File: src/rtl/fir_pkg.sv
// Q-format constants shared by the FIR output path and its requantizer.
// Latency: n/a (constants only).
// Backpressure: n/a.
package fir_pkg;

  // Raw FIR accumulator output format (signed Q32 in 35 bits)
  localparam int FIR_OUT_WIDTH = 35;
  localparam int FIR_OUT_FRAC  = 32;

  // Sample format handed to the DAC / packetiser (signed Q15)
  localparam int SAMPLE_WIDTH  = 16;
  localparam int SAMPLE_FRAC   = 15;

  // Number of fractional bits dropped going from FIR output to sample
  localparam int SH = FIR_OUT_FRAC - SAMPLE_FRAC;

  // Rounded intermediate carries one extra bit so +1 rounding cannot overflow
  localparam int RND_WIDTH = FIR_OUT_WIDTH - SH + 1;

endpackage

File: src/rtl/fir_output_requantizer_if.sv
// Sample stream bundle: data plus valid/ready handshake.
// Latency: n/a (wires only).
// Backpressure: transfer happens when valid & ready on a clock edge.
// Ports: data (signed, WIDTH bits), valid (master->slave), ready (slave->master).
interface fir_output_requantizer_if #(
  parameter int WIDTH = 16
);
  logic signed [WIDTH-1:0] data;
  logic                    valid;
  logic                    ready;

  modport master (output data, output valid, input  ready);
  modport slave  (input  data, input  valid, output ready);
endinterface

File: src/rtl/fir_round_half_even.sv
// Drops SH fractional bits from a signed value with round-half-to-even.
// Latency: 0 cycles (purely combinational).
// Backpressure: none; caller owns any pipelining.
// Ports: i_data (signed IN_WIDTH), o_rnd (signed IN_WIDTH-SH+1, never overflows).
module fir_round_half_even #(
  parameter int IN_WIDTH = 35,
  parameter int SH       = 17
) (
  input  logic signed [IN_WIDTH-1:0] i_data,
  output logic signed [IN_WIDTH-SH:0] o_rnd
);

  logic [IN_WIDTH-SH-1:0] w_t;
  logic                   w_lsb;
  logic                   w_guard;
  logic                   w_sticky;
  logic                   w_round_up;

  // Upper bits are the floor of the value in the coarser format
  assign w_t      = i_data[IN_WIDTH-1:SH];
  assign w_lsb    = i_data[SH];
  assign w_guard  = i_data[SH-1];
  assign w_sticky = |i_data[SH-2:0];

  // Above half always rounds up; exactly half rounds up only from an odd floor.
  // Working on the floor makes this correct for negative inputs too.
  assign w_round_up = w_guard & (w_sticky | w_lsb);

  assign o_rnd = $signed({w_t[IN_WIDTH-SH-1], w_t})
               + $signed({{(IN_WIDTH-SH){1'b0}}, w_round_up});

endmodule

File: src/rtl/fir_output_requantizer.sv
// FIR Q32 result -> Q15 sample: round-half-even, saturate, count clipped samples.
// Latency: 2 cycles from input acceptance to o_out.valid; 1 sample/cycle throughput.
// Backpressure: both stages stall together when output is valid and not ready;
//   i_in.ready = !o_out.valid | o_out.ready (combinational).
// Ports: clk, reset (sync, active-high), i_in (slave stream, IN_WIDTH),
//   o_out (master stream, OUT_WIDTH), clear_stats (pulse), sat_count, sat_flag.
module fir_output_requantizer
  import fir_pkg::*;
#(
  parameter int IN_WIDTH      = FIR_OUT_WIDTH,
  parameter int IN_FRAC       = FIR_OUT_FRAC,
  parameter int OUT_WIDTH     = SAMPLE_WIDTH,
  parameter int OUT_FRAC      = SAMPLE_FRAC,
  parameter int SAT_CNT_WIDTH = 16
) (
  input  logic                      clk,
  input  logic                      reset,
  fir_output_requantizer_if.slave   i_in,
  fir_output_requantizer_if.master  o_out,
  input  logic                      clear_stats,
  output logic [SAT_CNT_WIDTH-1:0]  sat_count,
  output logic                      sat_flag
);

  localparam int LSH = IN_FRAC - OUT_FRAC;
  localparam int RW  = IN_WIDTH - LSH + 1;

  localparam logic signed [RW-1:0] C_MAX = RW'((2 ** (OUT_WIDTH - 1)) - 1);
  localparam logic signed [RW-1:0] C_MIN = RW'(-(2 ** (OUT_WIDTH - 1)));

  logic                          w_advance;
  logic signed [RW-1:0]          w_rnd;
  logic signed [OUT_WIDTH-1:0]   w_sat_dat;
  logic                          w_sat;
  logic                          w_sat_evt;

  logic                          r_s1_vld;
  logic signed [RW-1:0]          r_s1_rnd;
  logic                          r_out_valid;
  logic signed [OUT_WIDTH-1:0]   r_out_data;
  logic [SAT_CNT_WIDTH-1:0]      r_sat_count;
  logic                          r_sat_flag;

  // Single stall signal for the whole pipe: it moves only if the output slot frees up
  assign w_advance  = !r_out_valid | o_out.ready;
  assign i_in.ready = w_advance;

  fir_round_half_even #(
    .IN_WIDTH (IN_WIDTH),
    .SH       (LSH)
  ) u_round (
    .i_data (i_in.data),
    .o_rnd  (w_rnd)
  );

  // Clamp is judged after rounding, so a value that rounds past full scale clips
  always_comb begin
    w_sat     = 1'b0;
    w_sat_dat = r_s1_rnd[OUT_WIDTH-1:0];
    if (r_s1_rnd > C_MAX) begin
      w_sat     = 1'b1;
      w_sat_dat = {1'b0, {(OUT_WIDTH-1){1'b1}}};
    end else if (r_s1_rnd < C_MIN) begin
      w_sat     = 1'b1;
      w_sat_dat = {1'b1, {(OUT_WIDTH-1){1'b0}}};
    end
  end

  // A clip is recorded at the moment its sample moves into the output register
  assign w_sat_evt = w_advance & r_s1_vld & w_sat;

  always_ff @(posedge clk) begin
    if (reset) begin
      r_s1_vld    <= 1'b0;
      r_s1_rnd    <= '0;
      r_out_valid <= 1'b0;
      r_out_data  <= '0;
    end else if (w_advance) begin
      r_s1_vld    <= i_in.valid;
      if (i_in.valid) begin
        r_s1_rnd  <= w_rnd;
      end
      r_out_valid <= r_s1_vld;
      if (r_s1_vld) begin
        r_out_data <= w_sat_dat;
      end
    end
  end

  // Clear wins over a same-cycle clip; the counter pins at all-ones
  always_ff @(posedge clk) begin
    if (reset || clear_stats) begin
      r_sat_count <= '0;
      r_sat_flag  <= 1'b0;
    end else if (w_sat_evt) begin
      r_sat_flag <= 1'b1;
      if (r_sat_count != '1) begin
        r_sat_count <= r_sat_count + SAT_CNT_WIDTH'(1);
      end
    end
  end

  assign o_out.data  = r_out_data;
  assign o_out.valid = r_out_valid;
  assign sat_count   = r_sat_count;
  assign sat_flag    = r_sat_flag;

endmodule

File: src/flat_wrapper.sv
// flat-port wrapper written by rule: the top's interface ports become plain ports
module fir_output_requantizer_flat import fir_pkg::*;
#(
  parameter int IN_WIDTH      = FIR_OUT_WIDTH,
  parameter int IN_FRAC       = FIR_OUT_FRAC,
  parameter int OUT_WIDTH     = SAMPLE_WIDTH,
  parameter int OUT_FRAC      = SAMPLE_FRAC,
  parameter int SAT_CNT_WIDTH = 16
)
  (clk, reset, clear_stats, sat_count, sat_flag, i_in_data, i_in_valid, i_in_ready, o_out_data, o_out_valid, o_out_ready);
  fir_output_requantizer_if #(.WIDTH(35)) i_in_i ();
  fir_output_requantizer_if #(.WIDTH(16)) o_out_i ();
  input  logic clk;
  input  logic reset;
  input  logic clear_stats;
  output logic [SAT_CNT_WIDTH-1:0] sat_count;
  output logic sat_flag;
  input wire logic [$bits(i_in_i.data)-1:0] i_in_data;
  input wire logic [$bits(i_in_i.valid)-1:0] i_in_valid;
  output wire logic [$bits(i_in_i.ready)-1:0] i_in_ready;
  output wire logic [$bits(o_out_i.data)-1:0] o_out_data;
  output wire logic [$bits(o_out_i.valid)-1:0] o_out_valid;
  input wire logic [$bits(o_out_i.ready)-1:0] o_out_ready;
  assign i_in_i.data = i_in_data;
  assign i_in_i.valid = i_in_valid;
  assign i_in_ready = i_in_i.ready;
  assign o_out_data = o_out_i.data;
  assign o_out_valid = o_out_i.valid;
  assign o_out_i.ready = o_out_ready;
  fir_output_requantizer #(.IN_WIDTH(IN_WIDTH), .IN_FRAC(IN_FRAC), .OUT_WIDTH(OUT_WIDTH), .OUT_FRAC(OUT_FRAC), .SAT_CNT_WIDTH(SAT_CNT_WIDTH)) u_core (.clk(clk), .reset(reset), .i_in(i_in_i), .o_out(o_out_i), .clear_stats(clear_stats), .sat_count(sat_count), .sat_flag(sat_flag));
endmodule
File: config.mk
export PLATFORM = sky130hd
export DESIGN_NAME = fir_output_requantizer_flat
export DESIGN_NICKNAME = d
export VERILOG_FILES = /design/src/rtl/fir_pkg.sv /design/src/rtl/fir_output_requantizer_if.sv /design/src/rtl/fir_round_half_even.sv /design/src/rtl/fir_output_requantizer.sv /design/src/flat_wrapper.sv
export SDC_FILE = /design/constraint.sdc
export NUM_CORES = 1
export LEC_CHECK = 0
export ABC_AREA = 1
export CORE_MARGIN = 2
export CORE_UTILIZATION = 40
export DETAILED_ROUTE_END_ITERATION = 10
export PLACE_DENSITY_LB_ADDON = 0.1
export SYNTH_ARGS = -nofsm -noshare
export SYNTH_HDL_FRONTEND = slang
export SYNTH_SLANG_ARGS = --single-unit
File: constraint.sdc
create_clock -name clk -period 2.27 [get_ports clk]
set_input_delay 0.681 -clock clk [delete_from_list [all_inputs] [get_ports clk]]
set_output_delay 0.681 -clock clk [all_outputs]
set_load 0.02 [all_outputs]
==> results.md <==
Floorplan:
- In this run the core area contains 30 standard-cell rows.
- For this design the top-level I/O count stands at 75.
- The starting density of the core is 0.416.
- The chip height is 88.2 um.
- From left edge to right edge, the die measures 88.2 um.
- The region available for standard cell placement spans 6830 um^2.
- The die footprint is 7790 um^2.

Routing:
- The detailed router finished its first iteration with 106 violations.
- In this run the remaining antenna-violating nets after routing total 0.
- The via count normalized by instance count is 4.73.
- After detailed routing, the number of remaining DRC violations is 0.
- In the final routed layout, each cell accounts on average for 11.8 um.
- Before antenna repair, the detailed router went through 4 iterations.
- The wire length after detailed routing is 7.38 mm.
- The final route contains 2952 vias.

Worst setup path:
- The critical path required time is 1.59 ns.
- The kind of critical path is primary input to output port.
- The type of destination of the critical path is an output port.
- The peak fanout along the critical path is 2.
- The nature of the critical path startpoint is a primary input.
- The data arrival at the endpoint of the critical path is 1.42 ns.

Synthesis:
- Yosys printed 0 warnings.
- Counting every instance in the synthesized netlist gives 435.
- The share of the Yosys chip area taken by registers is 0.381.
- The net count of the mapped netlist is 477.
- In the post-synthesis netlist, the biggest area contributors are sky130_fd_sc_hd__dfxtp_1, sky130_fd_sc_hd__nand2_1, sky130_fd_sc_hd__nor2_1.
- Summing every instance area after synthesis gives 2840 um^2.
- The post-synthesis sequential element count is 54.
- The library cell with the largest summed area after synthesis is sky130_fd_sc_hd__dfxtp_1.
- After synthesis, the netlist uses 27 different library cells.
- The synthesized area per cell is 6.53 um^2.
- The share of Yosys cell area claimed by the top area cell type is 0.381.

Cells and area:
- The layout has just under 700 filler cells.
- In the final layout, the share of cells above drive strength 1 is 0.0928.
- The layout net count is roughly 570.
- The number of diodes is 0.
- Compared with the post-synthesis result, the final layout area differs by 38.1%.

Pwr:
- The power density over cell area is 502 nW/um^2.
- Across the VDD grid, the largest voltage drop is 390 uV.
- The completed layout was analyzed and its total power is 1.97 mW.
- The analysis attributes to cell leakage a power of approximately 1.6 nW.

Clock tree:
- The clock tree buffer depth is 2.
- The latest clock arrival within the worst-skew pair is roughly 0.31 ns.
- The depth of the CTS H-tree is 2.
- The number of clock buffers added by TritonCTS is 5.
- CTS saw 54 sinks.
- TritonCTS built the clock tree.
- After clock tree synthesis, the clock-pin slew on the worst setup and hold paths is 0.09 ns.
- The cell chosen for the clock root is sky130_fd_sc_hd__clkbuf_8.
- For this design, the CTS-stage hold fixing added 0 buffers.

Global route:
- The initial antenna violation count came to 0.
- The first global-routing pass estimated 12.6 mm of wire.
- The number of global-route vias before repair is 2792.
- Summed over all layers, the global routing overflow is 0.
- The maximum number of pins on one net before global-route repair is 22.
- The global router's overall resource usage is 0.203.

Timing:
- The maximum clock skew at final layout is 0.00932 ns.
- Timing would allow up to 476 MHz.
- Headroom to the max-slew limit came out at 0.645.
- The number of failing hold endpoints at the final stage is 0.
- The final-report max-slew violation count is 0.
- Setup repair after global routing left no endpoint under its margin.
- The final worst setup slack is 0.170 ns.
- The worst slack on hold paths is approximately 0.47 ns.
- The slew at the pin with the worst max-slew slack is around 0.53 ns.
- The count of final setup violators is 0.
- Of the available clock period, the critical path in the final layout requires 0.925.
- The clock period minus worst slack is 2.10 ns.

Run:
- Max-cap violations in this run came to 0.

Placed design:
- The worst slack after detailed placement is -0.242 ns.
- The half-perimeter wire length after placement is roughly 5.7 mm.
- The congestion estimate from routability-driven global placement came to between 0.8 and 0.9.
- Port buffering added 74 buffers.

Run status:
- The run finished with clean final reports.

Worst hold path:
- The tightest min-delay check is of the register to register type.
-- critical path: stages --
cell and delay, ns:
sky130_fd_sc_hd__clkdlybuf4s50_1 0.41, sky130_fd_sc_hd__nor2_2 0.14, sky130_fd_sc_hd__inv_2 0.05, sky130_fd_sc_hd__clkbuf_2 0.15
-- power by group --
part	internal (mW)	leakage [nW]	switching, mW	total, mW
clock network	0.247	0.0482	0.310	0.557
registers	0.999	0.443	0.0284	1.03
logic	0.188	1.11	0.198	0.386
-- cells in the mapped netlist --
master,number
sky130_fd_sc_hd__nand2_1,113
sky130_fd_sc_hd__nor2_1,72
sky130_fd_sc_hd__dfxtp_1,54
sky130_fd_sc_hd__inv_1,40
sky130_fd_sc_hd__a21oi_1,38
sky130_fd_sc_hd__o21ai_0,30
sky130_fd_sc_hd__nand3_1,21
sky130_fd_sc_hd__clkbuf_1,9
sky130_fd_sc_hd__nand4_1,9
sky130_fd_sc_hd__xor2_1,9
sky130_fd_sc_hd__nor3_1,8
sky130_fd_sc_hd__xnor2_1,4
sky130_fd_sc_hd__buf_2,3
sky130_fd_sc_hd__nor2_4,3
sky130_fd_sc_hd__o211ai_1,3
sky130_fd_sc_hd__buf_6,2
sky130_fd_sc_hd__ha_1,2
sky130_fd_sc_hd__inv_2,2
sky130_fd_sc_hd__nand2_2,2
sky130_fd_sc_hd__nand3b_1,2
sky130_fd_sc_hd__nor2_2,2
sky130_fd_sc_hd__or2_2,2
sky130_fd_sc_hd__a21o_1,1
sky130_fd_sc_hd__and2_1,1
sky130_fd_sc_hd__nand4_2,1
sky130_fd_sc_hd__nor3_2,1
sky130_fd_sc_hd__o21ai_2,1
-- per-stage QoR --
| stage | utilization | TNS [ns] | area, um^2 | instances |
|---|---|---|---|---|
| floorplan | - | 0 | 2840 | 435 |
| global placement | 0.560 | -0.608 | 3830 | 616 |
| detailed placement | 0.560 | -0.760 | 3830 | 616 |
| CTS | 0.574 | 0 | 3920 | 624 |
| global route | 0.574 | 0 | 3920 | 624 |
| finish | 0.574 | 0 | 3920 | 624 |
-- sequential cells by signal, summed over array words and instances, names as in the netlist --
name,cells
u_core.r_s1_rnd,19
u_core.o_out.data,16
u_core.sat_count,16
u_core.o_out.valid,1
u_core.r_s1_vld,1
u_core.sat_flag,1
-- cell type report --
type	count	area, um^2	share of cell area
multi-input cells	325	1530	0.391
flip-flops and latches	54	1080	0.276
repair buffers	99	936	0.239
inverters	42	158	0.0402
well taps	96	120	0.0306
clock buffers	7	86.3	0.0220
clock inverters	1	5.00	0.00128
-- layer usage --
metal | vias up | share of wire | global-route usage
li1 | 1578 | - | -
met1 | 1322 | 0.50 | 0.278
met2 | 47 | 0.46 | 0.336
met3 | 5 | 0.033 | 0.0364
met4 | 0 | 0.0088 | 0.0468
met5 | - | 0 | 0
-- repair_timing --
| action | 4_1_cts | 5_1_grt |
|---|---|---|
| gates resized for setup | 1 | 4 |
| pin swaps | 0 | 0 |
| endpoints found under the setup margin | 1 | 2 |
| setup buffers | 0 | 0 |
-- worst paths after layout --
path,from,endpoint,slack (ns),depth (start not counted)
min reg2reg,u_core.r_s1_vld,u_core.r_s1_vld,0.47,2
max,o_out_ready,i_in_ready,0.17,4
min,u_core.r_s1_vld,u_core.r_s1_vld,0.47,2
max reg2reg,u_core.sat_count[0],u_core.sat_count[7],0.45,7
-- cells in the final DEF, fill, tap and decap left out, types with 2 or more instances in the layout --
| master | netlist | routed |
|---|---|---|
| sky130_fd_sc_hd__nand3b_1 | 2 | 2 |
| sky130_fd_sc_hd__clkbuf_8 | 0 | 6 |
| sky130_fd_sc_hd__xor2_1 | 9 | 9 |
| sky130_fd_sc_hd__nand2_1 | 113 | 112 |
| sky130_fd_sc_hd__buf_4 | 0 | 24 |
| sky130_fd_sc_hd__xnor2_1 | 4 | 4 |
| sky130_fd_sc_hd__nor3_1 | 8 | 8 |
| sky130_fd_sc_hd__nor2_4 | 3 | 3 |
| sky130_fd_sc_hd__a21oi_1 | 38 | 38 |
| sky130_fd_sc_hd__inv_1 | 40 | 40 |
| sky130_fd_sc_hd__clkdlybuf4s50_1 | 0 | 73 |
| sky130_fd_sc_hd__or2_2 | 2 | 2 |
| sky130_fd_sc_hd__nand3_1 | 21 | 21 |
| sky130_fd_sc_hd__nand2_2 | 2 | 3 |
| sky130_fd_sc_hd__o211ai_1 | 3 | 3 |
| sky130_fd_sc_hd__dfxtp_1 | 54 | 54 |
| sky130_fd_sc_hd__o21ai_0 | 30 | 30 |
| sky130_fd_sc_hd__nand4_1 | 9 | 9 |
| sky130_fd_sc_hd__inv_2 | 2 | 2 |
| sky130_fd_sc_hd__nor2_2 | 2 | 2 |
| sky130_fd_sc_hd__nor2_1 | 72 | 72 |
-- kinds of logic after synthesis --
logic type | count (synthesis) | synth area share
buffers and inverters | 56 | 0.0806
XOR/XNOR | 13 | 0.0401
AND/OR/NAND/NOR | 237 | 0.356
adder cells (fa/ha/maj) | 2 | 0.00881
flip-flops | 54 | 0.381
AO/OA/AOI/OAI | 73 | 0.134
(Power assumes the default switching activity.)
==> RTL change: new RTL, same flow settings <==
Put one more register stage on the output `sat_count`, with the module's reset. The value now appears one clock later. The other outputs are not delayed to match.
--- a/src/rtl/fir_output_requantizer.sv
+++ b/src/rtl/fir_output_requantizer.sv
@@ -103,5 +103,11 @@
   assign o_out.data  = r_out_data;
   assign o_out.valid = r_out_valid;
-  assign sat_count   = r_sat_count;
+  always_ff @(posedge clk) begin
+    if (reset) begin
+      sat_count <= '0;
+    end else begin
+      sat_count <= r_sat_count;
+    end
+  end
   assign sat_flag    = r_sat_flag;
 
Function: changed (a bounded check fails within 4 cycles, from zero or initial values and one cycle with reset high).
==> RTL change against the original RTL <==
Design area is 17% higher; sequential power increased by 27%; critical path depth is the same; critical endpoint unchanged; largest power group unchanged; area after synthesis grew 19%; wire length is 14% higher; global-route usage decreased by 0.38 points; setup slack got worse by 0.012 ns; clock skew up 0.0049 ns; register-to-register slack better by 0.10 ns; largest cell class unchanged; sequential cell count up 16; clock power up 100%; total power rose by 44%.
==> RTL change: results (changes against the original RTL) <==
gr usage total=0.200 (-0.00385); clk_skew=0.0142 ns (+0.00489 ns); Max Root-Sink Buffers=2 (unchanged); Slowest cell on crit path=clkdlybuf4s50_1; max reg flops=19 (unchanged); synth warn=0 (unchanged); vias in the first global route=3,050 (+9.2%); DR WL/cell=12.3 um (+4.4%); most frequent cells after synthesis=nand2_1, nor2_1, dfxtp_1, inv_1, o21ai_0; drt initial violations=125 (+18%); router iterations before antenna repair=4 (unchanged); crit-path max cell delay=0.41 ns (about the same); Placement Cell Area=4360 um^2 (+14%); Biggest register=u_core.r_s1_rnd; Area contributors post-synth=dfxtp_1, nand2_1, nor2_1; crit path max fanout=2 (unchanged); met2 Usage GRT=0.314 (-0.0228); worst skew pair latency=0.34 ns (+0.03 ns); GP Congestion=0.860 (+0.33%); Post-CTS Setup Bufs=0 (unchanged); worst slew pin tran=0.736 ns (+0.204 ns); Int Pwr=2.12 mW (+48%); clock tree root buffer cell=clkbuf_8; number of port buffers=74 (unchanged); detailed-route via count=3,252 (+10%); Syn Nets=522 (+9.4%); top_reg_cell synth=dfxtp_1; routing usage on met1=0.268 (-0.00995); ANT cells=0 (unchanged); asr flop ratio synth=0 (unchanged); status=completed; initial antenna violation count=0 (unchanged); met3 GRT Util=0.0462 (+0.00982); clock-pin slew on the worst setup and hold paths=0.07 ns (-0.02 ns); post-DP HPWL=6.25 mm (+9.0%); layout cells sized above 1=0.128 (+0.0354); final net count=614 (+7.9%); largest net degree at the start of global routing=28 (+27%); H-tree depth=3 (+1); gr ovfl total=0 (unchanged); CTS buffer count=9 (+4); library cells used by synthesis=29 (+7.4%); WP data arrival=around 1.4 ns; Seq/Total Area, Yosys=0.415 (+0.0343); worst hold path class=register to register; P_leak=1.85 nW (+16%); first-pass GRT wire length=14.2 mm (+13%); maximum VDD drop=0.276 mV (-29%)
RTL change: cells by family (layout without fill, tap and decap cells):
group | Yosys count | in the layout | synth area share
buffers and inverters | 71 | 168 | 0.0860
and+or+nand+nor | 244 | 244 | 0.319
adders and majority gates | 2 | 2 | 0.00741
DFF | 70 | 70 | 0.415
AOI/OAI and AO/OA | 74 | 74 | 0.123
xor gates and xnor gates | 19 | 19 | 0.0493
RTL change: path summary, 6_finish.rpt:
kind	startpoint	to	slack [ns]	cells after the start
worst min-delay path	u_core.o_out.data[15]	u_core.o_out.data[15]	0.46	2
worst max-delay path	o_out_ready	i_in_ready	0.16	4
worst min register to register	u_core.o_out.data[15]	u_core.o_out.data[15]	0.46	2
worst max register to register	u_core.r_sat_count[0]	u_core.r_sat_count[0]	0.55	9
RTL change: timing repair:
| action | in CTS | in global routing |
|---|---|---|
| resized for setup | 2 | 1 |
| setup endpoints to repair | 1 | 1 |
| hold buffers | 0 | 0 |
RTL change: per-stage QoR:
stage,setup TNS [ns],utilization,power (mW),setup WS [ns],cells
2_1_floorplan,0,-,1.53,0.442,480
3_3_place_gp,-0.632,0.530,1.74,-0.261,666
3_5_place_dp,-0.995,0.530,1.74,-0.279,666
4_1_cts,0,0.558,2.86,0.0223,682
5_1_grt,0,0.557,2.95,0.0481,682
6_report,0,0.557,2.84,0.158,682
RTL change: worst max-delay path, delay by kind of cell:
family | cells | cell delay [ns]
buffers and inverters | 3 | 0.62
and+or+nand+nor | 1 | 0.12
RTL change: layout make-up:
| type | count | area [um^2] |
|---|---|---|
| Tap cell | 105 | 131 |
| Inverter | 56 | 210 |
| Sequential cell | 70 | 1400 |
| Multi-Input combinational cell | 339 | 1680 |
| Clock inverter | 5 | 82.6 |
| Fill cell | 801 | 3640 |
| Clock buffer | 11 | 141 |
| Timing Repair Buffer | 96 | 926 |
RTL change: power by group through the flow:
| stage | Combinational (mW) | Sequential (mW) | Clock [mW] |
|---|---|---|---|
| 3_3_place_gp | 0.402 | 1.33 | 0 |
| 4_1_cts | 0.405 | 1.31 | 1.15 |
| 3_5_place_dp | 0.403 | 1.33 | 0 |
| 2_1_floorplan | 0.175 | 1.36 | 0 |
| 5_1_grt | 0.446 | 1.31 | 1.20 |
| 6_report | 0.401 | 1.31 | 1.13 |
RTL change: per-layer routing:
metal | up-vias | wire (um)
met1 | 1458 | 4100
met2 | 83 | 3640
met3 | 10 | 565
met5 | - | 0
li1 | 1701 | -
met4 | 0 | 116
